File: src/rtl/trace_lane_buffer.sv
// rtl/trace_lane_buffer.sv - lane-compacting retire-trace FIFO with a valid/ready drain port
//
// Purpose:
//   Accepts up to NUM_LANES retired instructions per cycle, packs the valid lanes in
//   ascending lane order into a DEPTH-entry circular buffer, and presents one entry per
//   cycle to the trace sink. A retire group either fits completely or is dropped
//   completely; drops set a sticky overflow flag and bump a saturating drop counter.
//
// Ports:
//   clk, rst_l                        clock, asynchronous active-low reset
//   in_valid/in_exc/in_intr           per-lane retire, exception and interrupt flags
//   in_insn/in_addr                   per-lane instruction and PC, lane i at [32i+31:32i]
//   in_ecause/in_tval                 cause and tval shared by all lanes of the group
//   ovf_clr                           clears overflow and drop_cnt
//   out_valid/out_ready               head handshake
//   out_insn/out_addr/out_exc/out_intr/out_ecause/out_tval   head entry fields
//   out_tstamp                        head timestamp (only with TRACE_BUF_TIMESTAMP_EN)
//   count                             occupied entries
//   overflow/drop_cnt                 sticky drop flag, saturating dropped-group count
//
// Build option: define TRACE_BUF_TIMESTAMP_EN to add a free-running TS_W timestamp
// counter, per-entry timestamp storage and the out_tstamp port.
module trace_lane_buffer #(
  parameter int NUM_LANES = 3,
  parameter int DEPTH     = 8,
  parameter int TS_W      = 16
) (
  input  logic                       clk,
  input  logic                       rst_l,
  input  logic [NUM_LANES-1:0]       in_valid,
  input  logic [NUM_LANES*32-1:0]    in_insn,
  input  logic [NUM_LANES*32-1:0]    in_addr,
  input  logic [NUM_LANES-1:0]       in_exc,
  input  logic [NUM_LANES-1:0]       in_intr,
  input  logic [4:0]                 in_ecause,
  input  logic [31:0]                in_tval,
  input  logic                       ovf_clr,
  output logic                       out_valid,
  input  logic                       out_ready,
  output logic [31:0]                out_insn,
  output logic [31:0]                out_addr,
  output logic                       out_exc,
  output logic                       out_intr,
  output logic [4:0]                 out_ecause,
  output logic [31:0]                out_tval,
`ifdef TRACE_BUF_TIMESTAMP_EN
  output logic [TS_W-1:0]            out_tstamp,
`endif
  output logic [$clog2(DEPTH):0]     count,
  output logic                       overflow,
  output logic [7:0]                 drop_cnt
);

  localparam int PW = $clog2(DEPTH);
  localparam int CW = PW + 1;
  localparam logic [CW-1:0] DEPTH_C = CW'(DEPTH);

  if (NUM_LANES < 1 || NUM_LANES > 4 || DEPTH < NUM_LANES || DEPTH < 2 ||
      (DEPTH & (DEPTH - 1)) != 0 || TS_W < 1) begin : g_bad_params
    $error("trace_lane_buffer: illegal parameter combination");
  end

  logic [31:0] insn_mem   [DEPTH];
  logic [31:0] addr_mem   [DEPTH];
  logic        exc_mem    [DEPTH];
  logic        intr_mem   [DEPTH];
  logic [4:0]  ecause_mem [DEPTH];
  logic [31:0] tval_mem   [DEPTH];

  logic [PW-1:0] rd_ptr;
  logic [PW-1:0] wr_ptr;
  logic [PW-1:0] wr_idx [NUM_LANES];
  logic [CW-1:0] n;
  logic [CW-1:0] acc;
  logic          push;
  logic          drop;
  logic          pop;

  // Each valid lane lands at wr_ptr plus the number of valid lanes below it, so
  // invalid lanes leave no hole. PW-bit addition wraps modulo DEPTH.
  always_comb begin
    acc = '0;
    for (int i = 0; i < NUM_LANES; i++) begin
      wr_idx[i] = wr_ptr + acc[PW-1:0];
      acc       = acc + {{PW{1'b0}}, in_valid[i]};
    end
    n = acc;
  end

  // Admission compares against the pre-cycle count: a same-cycle pop does not
  // make room for this cycle's group.
  always_comb begin
    push = (n != '0) && (n <= (DEPTH_C - count));
    drop = (n != '0) && !push;
    pop  = out_valid && out_ready;
  end

  always_ff @(posedge clk or negedge rst_l) begin
    if (!rst_l) begin
      rd_ptr <= '0;
      wr_ptr <= '0;
      count  <= '0;
    end else begin
      if (push) wr_ptr <= wr_ptr + n[PW-1:0];
      if (pop)  rd_ptr <= rd_ptr + PW'(1);
      count <= count + (push ? n : '0) - {{PW{1'b0}}, pop};
    end
  end

  // A drop in the same cycle as ovf_clr wins and restarts the counter at 1.
  always_ff @(posedge clk or negedge rst_l) begin
    if (!rst_l) begin
      overflow <= 1'b0;
      drop_cnt <= '0;
    end else if (drop) begin
      overflow <= 1'b1;
      drop_cnt <= ovf_clr ? 8'd1 : ((drop_cnt == 8'hFF) ? 8'hFF : drop_cnt + 8'd1);
    end else if (ovf_clr) begin
      overflow <= 1'b0;
      drop_cnt <= '0;
    end
  end

  // Entry storage carries no reset; only occupied entries are ever observed.
  // Cause/tval are zeroed for lanes without a trap so the sink never sees stale values.
  always_ff @(posedge clk) begin
    if (push) begin
      for (int i = 0; i < NUM_LANES; i++) begin
        if (in_valid[i]) begin
          insn_mem[wr_idx[i]]   <= in_insn[32*i +: 32];
          addr_mem[wr_idx[i]]   <= in_addr[32*i +: 32];
          exc_mem[wr_idx[i]]    <= in_exc[i];
          intr_mem[wr_idx[i]]   <= in_intr[i];
          ecause_mem[wr_idx[i]] <= (in_exc[i] | in_intr[i]) ? in_ecause : 5'd0;
          tval_mem[wr_idx[i]]   <= (in_exc[i] | in_intr[i]) ? in_tval : 32'd0;
        end
      end
    end
  end

`ifdef TRACE_BUF_TIMESTAMP_EN
  logic [TS_W-1:0] ts_cnt;
  logic [TS_W-1:0] ts_mem [DEPTH];

  always_ff @(posedge clk or negedge rst_l) begin
    if (!rst_l) ts_cnt <= '0;
    else        ts_cnt <= ts_cnt + TS_W'(1);
  end

  always_ff @(posedge clk) begin
    if (push) begin
      for (int i = 0; i < NUM_LANES; i++) begin
        if (in_valid[i]) ts_mem[wr_idx[i]] <= ts_cnt;
      end
    end
  end

  assign out_tstamp = ts_mem[rd_ptr];
`endif

  assign out_valid  = (count != '0);
  assign out_insn   = insn_mem[rd_ptr];
  assign out_addr   = addr_mem[rd_ptr];
  assign out_exc    = exc_mem[rd_ptr];
  assign out_intr   = intr_mem[rd_ptr];
  assign out_ecause = ecause_mem[rd_ptr];
  assign out_tval   = tval_mem[rd_ptr];

endmodule

File: config.mk
export PLATFORM = sky130hd
export DESIGN_NAME = trace_lane_buffer
export DESIGN_NICKNAME = d
export VERILOG_FILES = /design/src/rtl/trace_lane_buffer.sv
export SDC_FILE = /design/constraint.sdc
export NUM_CORES = 2
export LEC_CHECK = 0
export ABC_AREA = 1
export BUFFER_PORTS_ARGS = -buffer_cell sky130_fd_sc_hd__clkbuf_2
export CAP_MARGIN = 10
export CORE_ASPECT_RATIO = 1.25
export CORE_MARGIN = 2
export CORE_UTILIZATION = 40
export DETAILED_ROUTE_END_ITERATION = 7
export SLEW_MARGIN = 20
export SYNTH_ARGS = -nofsm -noshare
export SYNTH_HDL_FRONTEND = slang
export SYNTH_SLANG_ARGS = --single-unit
File: constraint.sdc
create_clock -name clk -period 15.92 [get_ports clk]
set_input_delay 0.796 -clock clk [delete_from_list [all_inputs] [get_ports clk]]
set_output_delay 0.796 -clock clk [all_outputs]
set_load 0.05 [all_outputs]
-- After elaboration in Yosys (flattened, before gate mapping)
Memories as Yosys holds them, arrays and structs flattened.
Cells that the tools add are included.
- register bits: 19
- bits in writable memories: 824
- bits of input ports: 242
- output and inout bits: 117
- logic and storage cells: 55
- memories kept: 6
- memories (name ; depth ; bits a word ; read ports ; clocked after Yosys merged registers in ; wr ports ; RTL line ; text):
    addr_mem ; 8 ; 32 ; 1 ; 0 ; 3 ; 64 ; logic [31:0] addr_mem [DEPTH];
    insn_mem ; 8 ; 32 ; 1 ; 0 ; 3 ; 63 ; logic [31:0] insn_mem [DEPTH];
    tval_mem ; 8 ; 32 ; 1 ; 0 ; 3 ; 68 ; logic [31:0] tval_mem [DEPTH];
    ecause_mem ; 8 ; 5 ; 1 ; 0 ; 3 ; 67 ; logic [4:0] ecause_mem [DEPTH];
    exc_mem ; 8 ; 1 ; 1 ; 0 ; 3 ; 65 ; logic exc_mem [DEPTH];
    intr_mem ; 8 ; 1 ; 1 ; 0 ; 3 ; 66 ; logic intr_mem [DEPTH];
- add/subtract/negate cells: 10
- $lt $le $gt $ge: 1
- equal/unequal tests: 1
- muxes and demuxes: 22
- bitwise operators: 3
- reduce and logical (&&, ||, !) cells: 7
- operators with widths (cell ; number):
    2-to-1 mux 32 bit ; 3
    2-to-1 mux 8 bit ; 4
    2-to-1 mux 5 bit ; 3
    2-to-1 mux 1 bit ; 11
    adder 8 x 1 -> 8 bit (second input constant) ; 1
    equality test 8 bit (second input constant) ; 1
    nonzero test 4 bit ; 2
    adder 4 x 3 -> 4 bit ; 1
    <= comparator 3 x 4 -> 1 bit ; 1
    subtractor 4 x 1 -> 4 bit ; 1
    subtractor 4 bit (first input constant) ; 1
    adder 2 x 1 -> 3 bit ; 1
    adder 3 x 1 -> 3 bit ; 1
    adder 3 x 1 -> 3 bit (second input constant) ; 1
    adder 3 x 2 -> 3 bit ; 1
    adder 3 bit ; 1
    logical AND 1 bit ; 3
    2-to-1 mux 3 bit ; 1
    OR 1 bit ; 3
    adder 1 x 1 -> 2 bit ; 1
    nonzero test 2 bit ; 1
    zero test 1 bit ; 1

-- Logic depth before layout (Yosys ltp)
- word-level depth: 7
- depth in mapped cells: 18
- depth with buffers taken out: 16

-- Worst setup path before layout
No wires, ideal clock.
- path kind: input to register
- start: input in_valid[0]
- end: memory addr_mem[4][0], enable pin
- library setup time: 1208 ps
- data arrival time: 5076 ps
- data required time: 14712 ps
- setup slack: 9636 ps
- stages on the path: 15
- path buffers: 2
- cells stage by stage: ha_1 ha_1 nand2_1 inv_1 ha_1 nand3_1 inv_1 a21oi_1 nand3_1 nand2_2 nor2_4 buf_6 nand2_2 clkbuf_1 nand3_1
- RTL lines (what ; RTL line ; text):
    start, declared ; 30 ; input logic [NUM_LANES-1:0] in_valid,
    end, declared ; 64 ;

==> summary.md <==
| Metric | Value |
|---|---|
| Cts bufs inserted | `99` |
| Tcrit/Tclk final | `0.449` |
| Final setup fails | `0` |
| Vias per cell | `6.67` |
| HP Class | `primary input to asynchronous set/reset pin` |
| Die Y | `426 µm` |
| Seq/Total Area, Yosys | `0.442` |
| Net Count, Synth | `7931` |
| DRT iter0 DRCs | `about 10000` |
| Critical path arrival | `roughly 7.5 ns` |
| Net Sw Frac | `0.551` |
| Fin Clk Skew | `0.0468 ns` |
| CTS tree | `done` |
| Synth area leader | `edfxtp_1` |
| Pre-CTS WS | `between 8 and 9 ns` |
| Worst-Skew Late Latency | `about 0.76 ns` |
| Pwr per Cell Area | `between 200 and 250 nW/µm²` |
| R2R Path Start | `count[0]` |
| Register area | `around 25000 µm²` |
| Slew Limit Fails | `0` |
| Area growth syn-to-layout | `8.75%` |
| Period minus WS final | `slightly above 7 ns` |
| Width of the die | `approximately 340 µm` |
| Fmax | `approximately 140 MHz` |
| Clk root buf | `clkbuf_16` |
| FF+latch count, synth | `between 800 and 900` |
| DRT Pass-1 Iters | `8` |
| Sequential Power Share | `0.264` |
| Mapped Area | `around 57000 µm²` |
| Post-DP HPWL | `roughly 130 mm` |
| Synth top area cells | `edfxtp_1 (43%), nand3_1 (15%), nand2_1 (12%)` |
| WL met1 | `92.2 mm` |
| Worst-margin pin slew | `1.33 ns` |
| Number of global-route vias before repair | `between 50000 and 60000` |
| Synth Warn # | `0` |
| Ports | `around 360` |
| Ys async rst share | `0.0225` |
| Routed len/inst | `about 28 µm` |
| Layout filler cell count | `14200` |
| Final Cell Area | `around 62000 µm²` |
| DRT antenna net count | `0` |
| Met3 WL post-DR | `around 36 mm` |
| Met2 wire length | `about 120 mm` |
| Crit. End Element | `register` |
| Most common cell in the netlist | `nand2_1` |
| Max Cap Viol | `0` |
| Worst vdd rail ir drop | `between 0.4 and 0.5 mV` |
| Area of the core | `approximately 140000 µm²` |
| Final hold vios | `0` |
| Static Leak | `about 26 nW` |
| First-pass GRT wire length | `between 300 and 400 mm` |
| Min Hold Slack | `approximately 0.048 ns` |
| Via count | `62300` |
| Unique masters post-synth | `30` |
| Clk network pwr share | `0.158` |
| WL final | `between 200 and 300 mm` |
| Largest net degree at the start of global routing | `around 230` |
| Critical path required time | `16.28 ns` |
| Startpoint Class | `primary input` |
| CTS Sinks | `between 800 and 900` |
| Critical Path Start | `in_valid[1]` |
| Violated checks | `DRC` |
| Starting Density | `0.401` |
| Post-Synthesis Cells | `between 7000 and 8000` |
| Post-CTS Hold Buffers | `0` |
| Worst Setup Path Type | `primary input to register` |
| Internal power | `just under 7 mW` |
| Post-Place Cell Area | `~60000 µm²` |
| Htree depth | `3` |
| Final Net Count | `7632` |
| GR Util All Layers | `0.349` |
| Antenna violations before repair | `17` |
| Synth Flop Type | `edfxtp_1` |
| Commonest cells post-synth | `nand2_1 (1769), nand3_1 (1680), nand4_1 (831)` |
| Max clock buf depth | `3` |
| Top routing layer used | `met5` |
| Slack of the critical path | `8.77 ns` |
| Post-CTS Setup Bufs | `0` |
| Clock-pin slew on the worst setup and hold paths | `~0.060 ns` |
| RSZ-0062 raised after global routing | `no` |
| Status | `complete, but fails checks` |
| Part of the power in combinational logic | `0.578` |
| CP max FO | `around 140` |
| EDFF count, synth | `~800` |
| Switch Pwr | `8.38 mW` |
| Share of cells above drive strength 1 | `0.0887` |
| Final setup TNS | `0 ns` |
| Multi-input gate area | `about 28000 µm²` |
| Worst R2R Path Depth | `15` |
| Worst slew margin | `0.111` |
| Synth top area share | `0.434` |
| Die ar. | `approximately 150000 µm²` |
| Number of I/O port buffers | `~360` |
| Post_cts resized | `0` |
| GPL Wtd Cong | `0.836` |
| Cell Rows | `155` |
| Syn Area/Cell | `7.44 µm²` |
| Total congestion overflow | `0` |
| DRC | `4` |
## cell usage in the layout, fill, tap and decap left out, drive strengths merged
master / netlist / layout
nand2: 1777 / 1777
nand3: 1680 / 1680
nand4: 833 / 833
edfxtp: 824 / 824
nor2: 785 / 785
clkbuf: 441 / 474
o21ai: 424 / 424
inv: 206 / 211
buf: 422 / 106
o22ai: 104 / 104
a31oi: 104 / 104
clkinv: 6 / 54
dfrtp: 19 / 19
ha: 18 / 18
bufinv: 0 / 12
diode: 0 / 8
xor2: 8 / 8
a21oi: 6 / 6
fa: 4 / 4
clkinvlp: 0 / 4
xnor2: 4 / 4
nor3: 2 / 2
## power groups by stage
stage                     logic, mW  clock network (mW)  registers [mW]
after floorplan                5.51                   0            4.10
after global placement         8.34                   0            4.05
after detailed placement       8.44                   0            4.06
after CTS                      8.45                2.40            4.02
after global routing           9.15                2.47            4.10
final                          8.78                2.40            4.02
## stage by stage
stage,std cells,util,power [mW]
floorplan,7667,-,9.61
global placement,9145,0.412,12.4
detailed placement,9147,0.413,12.5
CTS,9333,0.436,14.9
global route,9341,0.437,15.7
finish,9345,0.437,15.2
## layout make-up
cell class                 instances  area share
antenna                            8    0.000323
multi-input combinational       5749       0.443
tap                             1884      0.0380
clock inverter                    69      0.0107
inverter                         212      0.0132
sequential                       843       0.406
clock buffer                     117      0.0422
timing repair buffer             463      0.0457
## flip-flops by register name (all words and copies together), names as in the netlist
signal / count
drop_cnt: 8
insn_mem: 256
count: 4
addr_mem: 256
overflow: 1
rd_ptr: 3
ecause_mem: 40
intr_mem: 8
tval_mem: 256
exc_mem: 8
wr_ptr: 3
## path summary, 6_finish.rpt
check | end | slack [ns]
max | addr_mem[2][25] | 8.77
min | wr_ptr[2] | 0.05
max reg2reg | addr_mem[2][25] | 9.46
min reg2reg | overflow | 0.48
max in group asynchronous | rd_ptr[0] | 15.47
min in group clk | drop_cnt[2] | 0.30
## per-layer routing
metal	global-route usage	vias to the layer above
li1	-	26600
met1	0.433	29400
met2	0.545	5265
met3	0.0830	1128
met4	0.224	18
met5	0	-
## critical path: stages
cell	delay (ns)
buf_8	0.67
ha_1	0.41
ha_1	0.19
nand2_1	0.13
inv_1	0.08
ha_1	0.33
nand3_1	0.13
inv_1	0.09
a21oi_1	0.04
nand3_1	0.42
nand2_2	0.18
nor2_4	0.15
buf_4	0.74
nand2_8	0.60
nand3_4	0.73
buf_4	0.73
buf_4	0.79
## cell families after synthesis
kind of cell,after synthesis,share of synthesized area
AO/OA/AOI/OAI,638,0.0605
XOR/XNOR,12,0.00210
AND/OR/NAND/NOR,5077,0.408
flip-flops,843,0.442
buffers and inverters,1075,0.0817
adder cells (fa/ha/maj),22,0.00535
(Power assumes the default switching activity.)
